## config.mk

```make
export PLATFORM = sky130hd
export DESIGN_NAME = serial_lock_ctrl_flat
export DESIGN_NICKNAME = d
export VERILOG_FILES = /design/src/rtl/serial_lock_ctrl_pkg.sv /design/src/rtl/serial_lock_ctrl_if.sv /design/src/rtl/serial_lock_ctrl_timer.sv /design/src/rtl/serial_lock_ctrl.sv /design/src/flat_wrapper.sv
export SDC_FILE = /design/constraint.sdc
export NUM_CORES = 1
export LEC_CHECK = 0
export BUFFER_PORTS_ARGS = -buffer_cell sky130_fd_sc_hd__buf_2
export CAP_MARGIN = 0
export CORE_MARGIN = 1.5
export CORE_UTILIZATION = 50
export CTS_CLUSTER_SIZE = 16
export DETAILED_ROUTE_END_ITERATION = 12
export GPL_TIMING_DRIVEN = 0
export PLACE_DENSITY_LB_ADDON = 0.2
export SYNTH_ARGS = -nofsm -noshare
export SYNTH_HDL_FRONTEND = slang
export SYNTH_HIERARCHICAL = 1
export SYNTH_SLANG_ARGS = --single-unit
export TNS_END_PERCENT = 100
```

## constraint.sdc

```tcl
create_clock -name clk -period 3.5 [get_ports clk]
set_clock_uncertainty 0.2 [all_clocks]
set_input_delay 0.7 -clock clk [delete_from_list [all_inputs] [get_ports clk]]
set_output_delay 0.7 -clock clk [all_outputs]
set_load 0.005 [all_outputs]
```

## src/rtl/serial_lock_ctrl_pkg.sv

```systemverilog
// Shared types and sizing for the bit-serial combination lock controller.
package lock_pkg;
  localparam int N           = 10;
  localparam int MAX_FAIL    = 3;
  localparam int LOCK_CYCLES = 16;

  localparam logic [N-1:0] DEFAULT_CODE = 10'b0000001101;

  localparam int IDX_W  = $clog2(N);
  localparam int FAIL_W = 3;
  localparam int TMR_W  = $clog2(LOCK_CYCLES + 1);

  typedef enum logic [1:0] {
    ENTRY   = 2'd0,
    OPEN    = 2'd1,
    LOCKOUT = 2'd2,
    PROG    = 2'd3
  } state_e;
endpackage

```

## src/rtl/serial_lock_ctrl_if.sv

```systemverilog
// Front-end / actuator side signals of the lock controller.
interface serial_lock_ctrl_if;
  logic                       x_valid;
  logic                       x;
  logic                       relock;
  logic                       prog;
  logic                       unlock;
  logic                       vg;
  logic                       ng;
  logic                       locked_out;
  logic [lock_pkg::FAIL_W-1:0] fail_cnt;
  logic [lock_pkg::IDX_W-1:0]  bit_idx;

  modport master (
    output x_valid, x, relock, prog,
    input  unlock, vg, ng, locked_out, fail_cnt, bit_idx
  );

  modport slave (
    input  x_valid, x, relock, prog,
    output unlock, vg, ng, locked_out, fail_cnt, bit_idx
  );
endinterface

```

## src/rtl/serial_lock_ctrl_timer.sv

```systemverilog
// Loadable down-counter timing the lockout; expire is high while the count sits at 1.
module lockout_timer
  import lock_pkg::*;
(
  input  logic             clk,
  input  logic             rst_n,
  input  logic             load,
  input  logic [TMR_W-1:0] load_val,
  output logic             expire
);
  logic [TMR_W-1:0] cnt_q, cnt_d;

  always_comb begin
    cnt_d = cnt_q;
    if (load) begin
      cnt_d = load_val;
    end else if (cnt_q != '0) begin
      cnt_d = cnt_q - 1'b1;
    end
  end

  always_ff @(posedge clk or negedge rst_n) begin
    if (!rst_n) begin
      cnt_q <= '0;
    end else begin
      cnt_q <= cnt_d;
    end
  end

  assign expire = (cnt_q == TMR_W'(1)) && !load;
endmodule

```

## src/rtl/serial_lock_ctrl.sv

```systemverilog
// Bit-serial combination lock: code entry, fail counting, timed lockout, re-programming.
//   state   | meaning
//   ENTRY   | locked, comparing incoming bits against the stored code
//   OPEN    | unlocked, waiting for relock or prog
//   LOCKOUT | too many failures, ignoring input until the timer expires
//   PROG    | unlocked, shifting a new code into the shadow register
module serial_lock_ctrl
  import lock_pkg::*;
(
  input  logic             clk,
  input  logic             rst_n,
  serial_lock_ctrl_if.slave bus
);
  state_e              state_q, state_d;
  logic [N-1:0]        code_q, code_d;
  logic [N-1:0]        shadow_q, shadow_d;
  logic [IDX_W-1:0]    idx_q, idx_d;
  logic [FAIL_W-1:0]   fail_q, fail_d;
  logic                unlock_q, unlock_d;
  logic                vg_q, vg_d;
  logic                ng_q, ng_d;
  logic                lock_q, lock_d;
  logic [IDX_W-1:0]    bit_sel;
  logic                match;
  logic                last_bit;
  logic                tmr_load;
  logic                tmr_expire;

  assign bit_sel  = IDX_W'(N - 1) - idx_q;
  assign match    = (bus.x == code_q[bit_sel]);
  assign last_bit = (idx_q == IDX_W'(N - 1));

  lockout_timer u_timer (
    .clk      (clk),
    .rst_n    (rst_n),
    .load     (tmr_load),
    .load_val (TMR_W'(LOCK_CYCLES)),
    .expire   (tmr_expire)
  );

  always_ff @(posedge clk or negedge rst_n) begin
    if (!rst_n) begin
      state_q  <= ENTRY;
      code_q   <= DEFAULT_CODE;
      shadow_q <= '0;
      idx_q    <= '0;
      fail_q   <= '0;
      unlock_q <= 1'b0;
      vg_q     <= 1'b0;
      ng_q     <= 1'b0;
      lock_q   <= 1'b0;
    end else begin
      state_q  <= state_d;
      code_q   <= code_d;
      shadow_q <= shadow_d;
      idx_q    <= idx_d;
      fail_q   <= fail_d;
      unlock_q <= unlock_d;
      vg_q     <= vg_d;
      ng_q     <= ng_d;
      lock_q   <= lock_d;
    end
  end

  always_comb begin
    state_d  = state_q;
    code_d   = code_q;
    shadow_d = shadow_q;
    idx_d    = idx_q;
    fail_d   = fail_q;
    tmr_load = 1'b0;
    unique case (state_q)
      ENTRY: begin
        if (bus.x_valid) begin
          if (match) begin
            if (last_bit) begin
              state_d = OPEN;
              idx_d   = '0;
              fail_d  = '0;
            end else begin
              idx_d = idx_q + 1'b1;
            end
          end else begin
            idx_d = '0;
            // Reaching MAX_FAIL parks the count there for the whole lockout.
            if (fail_q >= FAIL_W'(MAX_FAIL - 1)) begin
              fail_d   = FAIL_W'(MAX_FAIL);
              state_d  = LOCKOUT;
              tmr_load = 1'b1;
            end else begin
              fail_d = fail_q + 1'b1;
            end
          end
        end
      end
      LOCKOUT: begin
        if (tmr_expire) begin
          state_d = ENTRY;
          fail_d  = '0;
          idx_d   = '0;
        end
      end
      OPEN: begin
        if (bus.relock) begin
          state_d = ENTRY;
          idx_d   = '0;
        end else if (bus.prog) begin
          state_d  = PROG;
          idx_d    = '0;
          shadow_d = '0;
        end
      end
      PROG: begin
        if (bus.relock) begin
          state_d = ENTRY;
          idx_d   = '0;
        end else if (bus.x_valid) begin
          shadow_d = {shadow_q[N-2:0], bus.x};
          if (last_bit) begin
            code_d  = {shadow_q[N-2:0], bus.x};
            state_d = ENTRY;
            idx_d   = '0;
          end else begin
            idx_d = idx_q + 1'b1;
          end
        end
      end
      default: state_d = ENTRY;
    endcase
  end

  always_comb begin
    unlock_d = (state_d == OPEN) || (state_d == PROG);
    lock_d   = (state_d == LOCKOUT);
    vg_d     = 1'b0;
    ng_d     = 1'b0;
    if (bus.x_valid) begin
      if (state_q == ENTRY) begin
        vg_d = match;
        ng_d = !match;
      end else if (state_q == PROG) begin
        vg_d = !bus.relock;
      end
    end
  end

  assign bus.unlock     = unlock_q;
  assign bus.vg         = vg_q;
  assign bus.ng         = ng_q;
  assign bus.locked_out = lock_q;
  assign bus.fail_cnt   = fail_q;
  assign bus.bit_idx    = idx_q;
endmodule

```

## src/flat_wrapper.sv

```systemverilog
// flat-port wrapper written by rule: the top's interface ports become plain ports
module serial_lock_ctrl_flat import lock_pkg::*;
  (clk, rst_n, bus_x_valid, bus_x, bus_relock, bus_prog, bus_unlock, bus_vg, bus_ng, bus_locked_out, bus_fail_cnt, bus_bit_idx);
  serial_lock_ctrl_if bus_i ();
  input  logic clk;
  input  logic rst_n;
  input wire logic [$bits(bus_i.x_valid)-1:0] bus_x_valid;
  input wire logic [$bits(bus_i.x)-1:0] bus_x;
  input wire logic [$bits(bus_i.relock)-1:0] bus_relock;
  input wire logic [$bits(bus_i.prog)-1:0] bus_prog;
  output wire logic [$bits(bus_i.unlock)-1:0] bus_unlock;
  output wire logic [$bits(bus_i.vg)-1:0] bus_vg;
  output wire logic [$bits(bus_i.ng)-1:0] bus_ng;
  output wire logic [$bits(bus_i.locked_out)-1:0] bus_locked_out;
  output wire logic [$bits(bus_i.fail_cnt)-1:0] bus_fail_cnt;
  output wire logic [$bits(bus_i.bit_idx)-1:0] bus_bit_idx;
  assign bus_i.x_valid = bus_x_valid;
  assign bus_i.x = bus_x;
  assign bus_i.relock = bus_relock;
  assign bus_i.prog = bus_prog;
  assign bus_unlock = bus_i.unlock;
  assign bus_vg = bus_i.vg;
  assign bus_ng = bus_i.ng;
  assign bus_locked_out = bus_i.locked_out;
  assign bus_fail_cnt = bus_i.fail_cnt;
  assign bus_bit_idx = bus_i.bit_idx;
  serial_lock_ctrl u_core (.clk(clk), .rst_n(rst_n), .bus(bus_i));
endmodule
```

==> flow_metrics.env <==
export IMPL_critPathLaunchType="flip-flop"
export IMPL_maxSlewViolCount=0
export IMPL_ir_drop_uv=307
export IMPL_antenna_found_initial=0
export IMPL_synth_cell_types=54
export IMPL_period_minus_slack_ns=3.32
export IMPL_synth_seq_cells=37
export IMPL_clk_path_buf_depth=2
export IMPL_cellPowerDensity_mw_per_mm2=682
export IMPL_grt_overflow_total=0
export IMPL_critical_path_slowest_cell="mux4_2"
export IMPL_cts_buffers=5
export IMPL_critical_path_top_delay_family="compound AO/OA/AOI/OAI gates"
export IMPL_switching_power_uw=572
export IMPL_p_leak_uw=0.00116
export IMPL_switching_share_pct=34.7
export IMPL_drt_iter0_markers=128
export IMPL_synth_flop_cell="dfrtp_1"
export IMPL_cts_max_level=2
export IMPL_grt_busiest_layer="met2"
export IMPL_final_antenna_net_count=0
export IMPL_end_kind="flip-flop"
export IMPL_seq_power_share_pct=35.0
export IMPL_status="completed"
export IMPL_grtUsageMet2_pct=33.3
export IMPL_synth_top_family_by_area="compound AO/OA/AOI/OAI gates"
export IMPL_muxShareOfSynthArea_pct=13.6
export IMPL_ios=17
export IMPL_clkPwrFrac_pct=27.1
export IMPL_cts_tree="yes"
export IMPL_ys_warn_count=6
export IMPL_synthAdderAreaFrac_pct=4.20
export IMPL_fmax_ghz=0.301
export IMPL_synth_xor_area_share_pct=2.10
export IMPL_max_cap_viol_count=0
export IMPL_fin_tns_setup_ns=0
export IMPL_hold_violations=0
export IMPL_synthCells=202
export IMPL_die_x_um=67.6
export IMPL_cp_required_ns=3.48
export IMPL_dr_pass1_iters=4
export IMPL_port_buffers=16
export IMPL_wl_um=4200
export IMPL_synth_compound_area_share_pct=15.9
export IMPL_grt_pass1_vias=1482
export IMPL_ys_seq_area_share_pct=44.6
export IMPL_clkSinkCount=37
export IMPL_wl_per_cell_um=14.9
export IMPL_hold_class="in -> async"
export IMPL_vias=1601
export IMPL_finalSetupViolCount=0
export IMPL_path_clk_slew_ns=0.08
export IMPL_cts_hold_buf=0
export IMPL_core_mm2=0.00400
export IMPL_cp_num_buf_inv=3
export IMPL_synthArstFlopShare_pct=100
export IMPL_use_met1_pct=25.9
export IMPL_rows=23
export IMPL_synth_top_area_cell="dfrtp_1"
export IMPL_cts_root_buffer="clkbuf_8"
export IMPL_layoutNonFillerInstCount=281
export IMPL_synth_avg_cell_area_um2=10.3
export IMPL_tightest_slew_ns=0.800
export IMPL_dp_hpwl_um=2960
export IMPL_clkLatencyLatePin_ns=0.29
export IMPL_yosys_top_cells_area="dfrtp_1 41%, mux2_2 6.5%, ha_1 4.2%, o21ai_0 3.8%, dfstp_2 3.8%"
export IMPL_antenna_cells=0
export IMPL_avgViaCountPerCell=5.70
export IMPL_die_h_um=67.6
export IMPL_nNetsFinal=243
export IMPL_slowest_delay_ns=0.53
export IMPL_relSlewSlack_pct=46.7
export IMPL_die_area_mm2=0.00456
export IMPL_synth_edf_count=0
export IMPL_syn_area_mm2=0.00208
export IMPL_drc=0
export IMPL_total_power_uw=1650
export IMPL_rsz0062_at_grt="no"
export IMPL_drive_above_1_share_pct=26.8
export IMPL_crit_type="reg -> reg"
export IMPL_met3_usage_pct=5.83
export IMPL_grt_max_degree=38
export IMPL_internal_power_uw=1080
export IMPL_layout_setup_ws_ns=0.178
export IMPL_synth_top_area_share_pct=40.8
export IMPL_comb_power_share_pct=37.9
export IMPL_grt_pass1_wl_um=6850
export IMPL_cp_cell_sequence="buf_6, mux4_2, mux2i_1, nor3_1, o21bai_1, inv_2, inv_1, and3_1, o221a_2, nor2_1, a221o_1"
export IMPL_path_max_fanout=9
export IMPL_critPathArrivalTime_ns=3.30
export IMPL_start_util_pct=52.1
export IMPL_pre_cts_ws_ns=-0.165
export IMPL_synthSimpleGateAreaFrac_pct=14.9
export IMPL_grt_usage_pct=20.6
export IMPL_period_share_pct=94.9
export IMPL_dp_cells=271
export IMPL_area_growth_pct=16.0
export IMPL_finalWeightedCongestion=0.763
## placed cells by master, fill, tap and decap left out, types with 3 or more instances in the layout
cell | synthesis | layout
dfstp_2 | 3 | 3
conb_1 | 2 | 5
nand3_1 | 12 | 12
nor3_1 | 4 | 4
a21oi_1 | 5 | 5
nor2_1 | 8 | 8
mux2i_1 | 5 | 5
xnor2_1 | 4 | 3
ha_1 | 7 | 7
mux2_2 | 12 | 12
inv_1 | 14 | 13
nand2_1 | 20 | 20
buf_2 | 0 | 16
buf_4 | 0 | 3
clkbuf_8 | 0 | 5
and2_1 | 4 | 4
dfrtp_1 | 34 | 32
clkbuf_1 | 6 | 5
o21ai_0 | 16 | 16
## synthesized netlist by cell type (2+ instances only)
| cell type | count |
|---|---|
| dfrtp_1 | 34 |
| nand2_1 | 20 |
| o21ai_0 | 16 |
| inv_1 | 14 |
| mux2_2 | 12 |
| nand3_1 | 12 |
| nor2_1 | 8 |
| ha_1 | 7 |
| clkbuf_1 | 6 |
| a21oi_1 | 5 |
| mux2i_1 | 5 |
| and2_1 | 4 |
| nor3_1 | 4 |
| xnor2_1 | 4 |
| dfstp_2 | 3 |
| a22o_1 | 2 |
| and3_1 | 2 |
| conb_1 | 2 |
| mux2_4 | 2 |
| mux4_2 | 2 |
| nor3b_1 | 2 |
| o2111ai_1 | 2 |
| o31ai_1 | 2 |
| or2_1 | 2 |
## layout make-up
type	count	area, µm²
multi-input cells	146	1100
repair buffers	19	103
inverters	14	52.6
flip-flops and latches	37	932
fillers	325	1580
plain buffers	7	33.8
clock inverters	3	68.8
well taps	50	62.6
clock buffers	5	68.8
## flip-flops by register name, summed over array words and instances (netlist names)
signal	cells
u_core/code_q	10
u_core/shadow_q	9
u_core/u_timer/cnt_q	5
u_core/bus.bit_idx	4
u_core/bus.fail_cnt	3
u_core/state_q	2
u_core/bus.locked_out	1
u_core/bus.ng	1
u_core/bus.unlock	1
u_core/bus.vg	1
## metal layers
layer	routed length (µm)	vias up	share of wire, %
met5	0	-	0
met4	63	0	1.5
met3	159	8	3.8
met2	2060	36	49
met1	1920	782	46
li1	-	775	-
## worst paths after layout
kind / start / endpoint / slack (ns) / cells past startpoint
worst min register to register: u_core/shadow_q[8] / u_core/shadow_q[8] / 0.31 / 2
max in group asynchronous: rst_n / u_core/bus.bit_idx[1] / 2.26 / 1
worst max register to register: u_core/bus.bit_idx[0] / u_core/bus.bit_idx[2] / 0.18 / 11
worst max-delay path: u_core/bus.bit_idx[0] / u_core/bus.bit_idx[2] / 0.18 / 11
worst min-delay path: rst_n / u_core/bus.fail_cnt[0] / 0.29 / 1
min in group clk: u_core/shadow_q[8] / u_core/shadow_q[8] / 0.31 / 2
## stage by stage
step | utilization (%) | hold WS (ns) | instance area, µm²
finish | 60.4 | 0.288 | 2420
global route | 60.4 | 0.329 | 2420
CTS | 59.7 | 0.309 | 2390
detailed placement | 55.9 | 0.286 | 2240
global placement | 55.9 | 0.282 | 2240
floorplan | - | 0.204 | 2090
## power groups by stage
| stage | clock network (µW) | logic [µW] | registers, µW |
|---|---|---|---|
| 3_3_place_gp | 0 | 574 | 586 |
| 6_report | 447 | 625 | 577 |
| 2_1_floorplan | 0 | 443 | 578 |
| 5_1_grt | 481 | 699 | 592 |
| 4_1_cts | 457 | 605 | 582 |
| 3_5_place_dp | 0 | 590 | 589 |
## cell families (layout without fill, tap and decap cells)
| kind of cell | Yosys count | after routing |
|---|---|---|
| flops | 37 | 37 |
| compound gates | 45 | 45 |
| buf+inv | 22 | 48 |
| fa+ha+maj | 7 | 7 |
| other cells | 2 | 5 |
| xor+xnor | 5 | 5 |
| simple gates | 62 | 62 |
| mux | 22 | 22 |
## timing repair
action | in CTS | in global routing
hold endpoints to repair | 0 | 0
gates resized for setup | 3 | 3
setup buffers | 0 | 3
endpoints found under the setup margin | 4 | 7
pin swaps | 0 | 1
(Power assumes the default switching activity.)
